`src/rtl/chip8_pkg.sv`:
```
// Shared CHIP-8 display constants, drawer FSM states and framebuffer
// address helper used by both the sprite drawer and the LCD scanner.
package chip8_pkg;

    localparam int SCREEN_W     = 64;
    localparam int SCREEN_H     = 32;
    localparam int FB_ROW_BYTES = 32;
    localparam int FB_ADDR_W    = 10;

    typedef enum logic [2:0] {
        IDLE,
        FETCH,
        RDL,
        WRL,
        RDR,
        WRR,
        CLR,
        DONE
    } state_t;

    function automatic logic [FB_ADDR_W-1:0] fb_byte_addr(
        input int row,
        input int col,
        input int stride = FB_ROW_BYTES
    );
        return FB_ADDR_W'(row * stride + col);
    endfunction

endpackage

```
`src/rtl/chip8_sprite_drawer.sv`:
```
// CHIP-8 DRW/CLS engine: XOR-blits sprites into the display RAM by
// read-modify-write and reports the VF collision flag.
module chip8_sprite_drawer #(
    parameter int FB_ROW_BYTES = chip8_pkg::FB_ROW_BYTES,
    parameter int SCREEN_W     = chip8_pkg::SCREEN_W,
    parameter int SCREEN_H     = chip8_pkg::SCREEN_H
) (
    input  logic                            clk,
    input  logic                            reset,
    input  logic                            start_draw,
    input  logic                            start_clear,
    input  logic [7:0]                      vx,
    input  logic [7:0]                      vy,
    input  logic [3:0]                      n,
    input  logic [11:0]                     i_addr,
    output logic                            busy,
    output logic                            done,
    output logic                            collision,
    output logic [11:0]                     spr_addr,
    input  logic [7:0]                      spr_data,
    output logic [chip8_pkg::FB_ADDR_W-1:0] fb_addr,
    output logic                            fb_we,
    output logic [7:0]                      fb_wdata,
    input  logic [7:0]                      fb_rdata
);
    import chip8_pkg::*;

    localparam int XW = $clog2(SCREEN_W);
    localparam int YW = $clog2(SCREEN_H);
    localparam int BW = XW - 3;
    localparam int CW = YW + BW;

    state_t          state_q;
    state_t          state_d;
    logic [XW-1:0]   vx_q;
    logic [YW-1:0]   vy_q;
    logic [3:0]      n_q;
    logic [3:0]      row_q;
    logic [11:0]     i_q;
    logic [7:0]      spr_q;
    logic            coll_q;
    logic [CW-1:0]   clr_q;

    logic [YW-1:0]   y;
    logic [2:0]      off;
    logic [BW-1:0]   bl;
    logic [BW-1:0]   br;
    logic [15:0]     sh;
    logic            accept;
    logic            last_row;
    logic            unused_bits;

    assign y        = vy_q + YW'(row_q);
    assign off      = vx_q[2:0];
    assign bl       = vx_q[XW-1:3];
    assign br       = bl + BW'(1);
    // upper byte is the left-byte mask, lower byte the spill into the right byte
    assign sh       = {spr_q, 8'h00} >> off;
    assign accept   = (state_q == IDLE) && (start_draw || start_clear);
    assign last_row = (row_q == n_q - 4'd1);

    assign unused_bits = ^{vx[7:XW], vy[7:YW]};

    always_ff @(posedge clk) begin
        if (reset) begin
            state_q <= IDLE;
        end else begin
            state_q <= state_d;
        end
    end

    always_comb begin
        state_d = state_q;
        unique case (state_q)
            IDLE: begin
                if (start_clear) begin
                    state_d = CLR;
                end else if (start_draw) begin
                    state_d = (n == 4'd0) ? DONE : FETCH;
                end
            end
            FETCH: state_d = RDL;
            RDL:   state_d = WRL;
            WRL: begin
                if (off != 3'd0) begin
                    state_d = RDR;
                end else begin
                    state_d = last_row ? DONE : FETCH;
                end
            end
            RDR:   state_d = WRR;
            WRR:   state_d = last_row ? DONE : FETCH;
            CLR:   state_d = (&clr_q) ? DONE : CLR;
            DONE:  state_d = IDLE;
        endcase
    end

    always_ff @(posedge clk) begin
        if (reset) begin
            vx_q   <= '0;
            vy_q   <= '0;
            n_q    <= '0;
            row_q  <= '0;
            i_q    <= '0;
            spr_q  <= '0;
            coll_q <= 1'b0;
            clr_q  <= '0;
        end else begin
            case (state_q)
                IDLE: begin
                    if (accept) begin
                        vx_q   <= vx[XW-1:0];
                        vy_q   <= vy[YW-1:0];
                        n_q    <= n;
                        i_q    <= i_addr;
                        row_q  <= '0;
                        clr_q  <= '0;
                        coll_q <= 1'b0;
                    end
                end
                RDL: spr_q <= spr_data;
                WRL: begin
                    coll_q <= coll_q | (|(fb_rdata & sh[15:8]));
                    if (off == 3'd0) begin
                        row_q <= row_q + 4'd1;
                    end
                end
                WRR: begin
                    coll_q <= coll_q | (|(fb_rdata & sh[7:0]));
                    row_q  <= row_q + 4'd1;
                end
                CLR: clr_q <= clr_q + CW'(1);
                default: ;
            endcase
        end
    end

    always_comb begin
        busy      = (state_q != IDLE);
        done      = (state_q == DONE);
        collision = coll_q;
        spr_addr  = '0;
        fb_addr   = '0;
        fb_we     = 1'b0;
        fb_wdata  = '0;
        unique case (1'b1)
            (state_q == FETCH): begin
                spr_addr = i_q + 12'(row_q);
            end
            (state_q == RDL), (state_q == WRL): begin
                fb_addr = fb_byte_addr(int'(y), int'(bl), FB_ROW_BYTES);
                fb_we   = (state_q == WRL);
                if (fb_we) begin
                    fb_wdata = fb_rdata ^ sh[15:8];
                end
            end
            (state_q == RDR), (state_q == WRR): begin
                fb_addr = fb_byte_addr(int'(y), int'(br), FB_ROW_BYTES);
                fb_we   = (state_q == WRR);
                if (fb_we) begin
                    fb_wdata = fb_rdata ^ sh[7:0];
                end
            end
            (state_q == CLR): begin
                fb_addr = fb_byte_addr(int'(clr_q[CW-1:BW]),
                                       int'(clr_q[BW-1:0]),
                                       FB_ROW_BYTES);
                fb_we   = 1'b1;
            end
            default: ;
        endcase
    end

endmodule

```
`config.mk`:
```
export PLATFORM = sky130hd
export DESIGN_NAME = chip8_sprite_drawer
export DESIGN_NICKNAME = d
export VERILOG_FILES = /design/src/rtl/chip8_pkg.sv /design/src/rtl/chip8_sprite_drawer.sv
export SDC_FILE = /design/constraint.sdc
export NUM_CORES = 1
export LEC_CHECK = 0
export ABC_AREA = 1
export CAP_MARGIN = 10
export CORE_MARGIN = 2
export CORE_UTILIZATION = 45
export CTS_CLUSTER_DIAMETER = 50
export CTS_CLUSTER_SIZE = 8
export DETAILED_ROUTE_END_ITERATION = 12
export PLACE_DENSITY = 0.76
export SLEW_MARGIN = 20
export SYNTH_ARGS = -nofsm -noshare
export SYNTH_HDL_FRONTEND = slang
export SYNTH_SLANG_ARGS = --single-unit
```
`constraint.sdc`:
```
create_clock -name clk -period 2.2 [get_ports clk]
set_clock_uncertainty 0.2 [all_clocks]
set_input_delay 0.44 -clock clk [delete_from_list [all_inputs] [get_ports clk]]
set_output_delay 0.44 -clock clk [all_outputs]
set_load 0.005 [all_outputs]
```
Word-level counts from Yosys, hierarchy flattened
Cells that the tools add are included.
Storage, ports and cells
  register bits after elaboration: 51
  input port bits: 52
  output and inout bits: 34
  word-level logic and storage cells: 74
Operators by class
  $add $sub $neg: 9
  equal/unequal tests: 11
  shift-type cells: 1
  muxes and demuxes: 20
  bitwise logic cells: 6
  reductions and logical operators: 18
Operators by type and width (number)
  case mux 8 bit (2 select lines): 2
  adder 10 x 3 -> 10 bit: 3
  case mux 10 bit (3 select lines): 1
  two-way mux 8 bit: 3
  case mux 3 bit (8 select lines): 1
  AND 8 bit: 2
  OR reduction 8 bit: 2
  >> shifter 16 x 3 -> 16 bit: 1
  bitwise XOR 8 bit: 2
  two-way mux 3 bit: 5
  adder 12 x 4 -> 12 bit: 1
  equality test 3 bit, second input constant: 4
  two-way mux 12 bit: 1
  case mux 4 bit (3 select lines): 1
  nonzero test 3 bit: 3
  adder 8 x 1 -> 8 bit, second input constant: 1
  two-way mux 4 bit: 2
  AND reduction 8 bit: 1
  equality test 3 x 2 -> 1 bit, second input constant: 2
  logical NOT 3 bit: 2
  case mux 1 bit (3 select lines): 2
  AND reduction 2 bit: 3
  adder 5 x 4 -> 5 bit: 1
  adder 4 x 1 -> 4 bit, second input constant: 1
  14 further kinds: 18

Logic depth before layout (Yosys ltp)
  depth after elaboration: 5
  mapped depth: 12
  depth with buffers taken out: 11

Least setup slack after synthesis
No wires, ideal clock.
  kind: register to output
  start point: register vx_q[0]
  end point: output fb_wdata[1]
  data arrival time: 1.628 ns
  required time: 1.560 ns
  setup slack: -0.068 ns
  cell stages (with the launch flop): 8
  path buffers: 2
  cell sequence: dfxtp_1 > clkbuf_1 > buf_2 > o21ai_0 > o21ai_0 > mux2i_1 > ha_1 > a22o_2
Between the ends
  longest elaborated chain between the ends: 4
  elaborated cells on any way between the ends: 6
  classes of those cells: shift (1); mux (3); bitwise (2)
RTL lines
  from (decl): line chip8_sprite_drawer.sv:35  | logic [XW-1:0] vx_q;
  from (signal assigned): line chip8_sprite_drawer.sv:112  | vx_q <= vx[XW-1:0];
  >> shifter 16 x 3 -> 16 bit (*): line chip8_sprite_drawer.sv:58  | assign sh = {spr_q, 8'h00} >> off;
  bitwise XOR 8 bit, on equally long branches: line chip8_sprite_drawer.sv:161, chip8_sprite_drawer.sv:154
  two-way mux 8 bit, on equally long branches: line chip8_sprite_drawer.sv:160, chip8_sprite_drawer.sv:153
  case mux 8 bit (2 select lines) (*): line chip8_sprite_drawer.sv:146  | unique case (1'b1)
  to (decl): line chip8_sprite_drawer.sv:23  | output logic [7:0] fb_wdata,
Every way passes the cells marked *; elsewhere a longest branch is shown, timed or not.

Worst setup path after layout
  start point: register vx_q[0]
  end point: output fb_wdata[7]
The elaborated chain is that of the path after synthesis.

==> impl_summary.txt <==
----------------------------------------------------
[Floorplan]
  Chip Width ... 90.8 um
  Initial cell density of the core ... 0.465
  Die Area ... 8250 sq um
  Core area ... 7290 sq um
  Height of the die ... 90.8 um
  Number of placement rows ... 31
  I/O pin total ... 86

[Timing]
  Actual transition at the worst max-transition pin ... 0.492 ns
  Share of the clock period used by the worst path ... 1.25
  Hold Fails Final Rpt ... 0
  Maximum frequency from static timing analysis ... 0.365 GHz
  Slew headroom ... 0.669
  Final TNS setup ... -7.50 ns
  Number of failing setup endpoints in the final timing report ... 24
  Post-layout min period ... 2.74 ns
  Hold_ws ... 0.263 ns
  Count of pins over their slew limit ... 0
  Setup repair after global routing missed its margin ... yes
  Final setup slack of the worst path ... -0.540 ns

[Worst setup path]
  Maximum fanout count along the critical path ... 9
  Endpoint of the most critical register-to-register path ... collision$_SDFFE_PP0P_
  Origin of the worst setup path ... vx_q[0]$_SDFFE_PP0P_
  Data required time at the worst endpoint ... 1.56 ns
  Maximum single-stage delay on the critical path ... 0.39 ns
  Critical path's most frequent cell ... mux2i_1
  Last element of the critical path ... fb_wdata[7]
  Category of the critical setup timing path ... reg -> out
  Critical path, cell by cell ... buf_16, o21ai_1, mux2i_1, buf_4, mux2i_1, ha_1, a22o_2, buf_6
  Startpoint of the most critical register-to-register path ... vx_q[0]$_SDFFE_PP0P_
  Depth of the worst register-to-register path ... 11
  Type of origin of the critical path ... flop
  Cell with the biggest individual delay on the critical path ... dfxtp_4
  Arrival @ worst endpoint ... 2.10 ns
  Worst Setup End Kind ... output port
  Flop2flop setup slack ... 0.09 ns

[Place]
  Place WS ... -0.595 ns
  Final Wtd Congestion ... 1.00
  Placed cell area ... 4680 sq um
  IO Port Bufs ... 78
  HPWL after DPL ... 7780 um

[Logic synthesis]
  Post-synth top flop ... dfxtp_1
  Number of storage elements in the synthesis netlist ... 51
  Most frequent cell after synthesis ... nand2_1
  Number of different library cells in the post-synthesis netlist ... 34
  Mean area per synthesized cell ... 6.81 sq um
  Share of flip-flops with an asynchronous set or reset after synthesis ... 0
  Synth top area cells ... dfxtp_1 30%, nand2_1 12%, ha_1 10%
  Area leader, netlist ... dfxtp_1
  Number of warnings issued by yosys ... 0
  Number of synthesized flops with an enable pin ... 0
  Count of mapped cells out of synthesis ... 498
  Sequential fraction of the synthesis area ... 0.301
  Most used standard cells in the synthesized netlist ... 106 x nand2_1, 56 x a21oi_1, 55 x o21ai_0
  Share of Yosys cell area claimed by the top area cell type ... 0.301
  Area of the mapped netlist ... 3390 sq um

[Layout]
  Fill count ... 563
  Layout overhead on the synthesized area ... 59.0%
  Final net count ... 729
  Register Area ... 1050 sq um
  Share of final-layout standard cells stronger than drive strength 1 ... 0.353
  Final design utilization ... 0.740
  Design area ... 5390 sq um
  Footprint of the multi-input gates ... 2500 sq um
  Antenna diode count ... 0

[Global route]
  Initial antenna violation count ... 0
  Global-route wire length before repair ... 19000 um
  Overall track demand over capacity in global routing ... 0.281
  Remaining Overflow, GRT ... 0
  Number of global-route vias before repair ... 3954
  Maximum number of pins on one net before global-route repair ... 39

[Outcome]
  Failing checks ... setup timing
  Run status ... complete, but fails checks

[CTS]
  Maximum level of the CTS H-tree ... 2
  CTS tree ... done
  Number of buffers created by CTS ... 5
  Maximum clock path buffer count ... 2
  Root buf cell ... clkbuf_8
  Worst-Skew Late Latency ... 0.32 ns
  Number of buffers inserted by hold repair at cts ... 0
  CTS clk-pin slew, worst paths ... 0.09 ns
  Clock tree sinks ... 51

[Power and ir drop]
  Worst-case vdd ir drop ... 0.541 mV
  Static Leakage ... 2.37 nW
  Total power density per cell area ... 1120 nW/um^2

[Flow run]
  Max-cap check violation count ... 0

[Drt]
  Routed wire length ... 12300 um
  Met2 layer wire length in the routed design ... 6160 um
  Met1 layer wirelength in the final routing ... 4740 um
  Number of routed nets with antenna violations ... 0
  Avg WL per Cell ... 16.5 um
  Violation count after the first detailed-route iteration ... 246
  Highest layer used for signal routing ... met4
  Detailed Routing Iterations Pass 1 ... 5
  Number of vias in the routed layout ... 4210
  Detailed-route vias per instance ... 5.63
  Met3 WL ... 765 um
  Detailed-route DRC error count ... 0

[Worst hold path]
  Worst min path class ... reg -> reg

----------------------------------------------------
## worst min path at each step
| stage | cells after the start | from | slack, ns | endpoint |
|---|---|---|---|---|
| global placement | 2 | clr_q[7]$_SDFFE_PP0P_ | 0.25 | clr_q[7]$_SDFFE_PP0P_ |
| floorplan | 2 | spr_q[1]$_SDFFE_PP0P_ | 0.23 | spr_q[1]$_SDFFE_PP0P_ |
| global route | 2 | collision$_SDFFE_PP0P_ | 0.29 | collision$_SDFFE_PP0P_ |
| detailed placement | 2 | clr_q[7]$_SDFFE_PP0P_ | 0.26 | clr_q[7]$_SDFFE_PP0P_ |
| finish | 2 | collision$_SDFFE_PP0P_ | 0.26 | collision$_SDFFE_PP0P_ |
| CTS | 2 | collision$_SDFFE_PP0P_ | 0.27 | collision$_SDFFE_PP0P_ |
## cell families (layout without fill, tap and decap cells)
kind of cell,after synthesis,after routing,share of synthesized area
multiplexers,4,4,0.0118
other,1,2,0.00111
adder cells (fa/ha/maj),29,29,0.111
XOR/XNOR,6,6,0.0155
AO/OA/AOI/OAI,128,128,0.208
AND/OR/NAND/NOR,201,201,0.253
flip-flops,51,51,0.301
buffers and inverters,78,228,0.0985
## stage by stage
step / total power [W] / cells
finish: 0.00603 / 748
global placement: 0.00448 / 719
global route: 0.00647 / 748
floorplan: 0.00321 / 499
detailed placement: 0.00456 / 719
CTS: 0.00560 / 744
## metal layers
metal	up-vias	GRT usage
met5	-	0
met4	0	0.119
li1	1972	-
met2	225	0.497
met1	1952	0.334
met3	61	0.0509
## layout by cell type (no fill, tap or decap), drive strengths merged
cell,count
clkinv,2
nor4,5
a31oi,2
clkdlybuf4s50,47
inv,57
a22oi,2
buf,107
ha,27
a211oi,1
nand3,32
a21oi,56
xnor2,2
mux2i,4
o22ai,2
o21a,1
nand2,110
nor2,38
o21ai,55
dlymetal6s2s,1
clkdlybuf4s15,1
clkbuf,11
xor2,4
conb,2
and3,1
nor3,8
nand4,7
a22o,8
fa,2
dfxtp,51
dlygate4sd2,2
a211o,1
## timing repair
action / in CTS / in global routing
buffers inserted: 16 / 5
hold endpoints to repair: 0 / 0
resized for setup: 224 / 56
pin swaps: 44 / 28
cloned: 1 / 1
endpoints found under the setup margin: 31 / 30
## area by class of cell
type / count / area share
flip-flops and latches: 51 / 0.195
multi-input cells: 370 / 0.463
inverters: 58 / 0.0418
well taps: 99 / 0.0230
clock inverters: 1 / 0.00162
repair buffers: 162 / 0.259
clock buffers: 7 / 0.0160
## worst max-delay path: cells and delay by family, from the launching register on
family                   cells  cell delay (ns)
AO/OA/AOI/OAI                2             0.45
buffers and inverters        3             0.42
flip-flops                   1             0.39
multiplexers                 2             0.29
adder cells (fa/ha/maj)      1             0.25
## where the power goes
group	switching, W	total [W]	internal (W)
sequential	0.000277	0.00151	0.00124
clock	0.000325	0.000583	0.000259
combinational	0.00214	0.00393	0.00179
## state kept, by name, summed over array words and instances (netlist names), 3 cells and up
signal and count:
clr_q 8, i_q 12, n_q 4, row_q 4, spr_q 8, state_q 3
vx_q 6, vy_q 5
(Power assumes the default switching activity.)
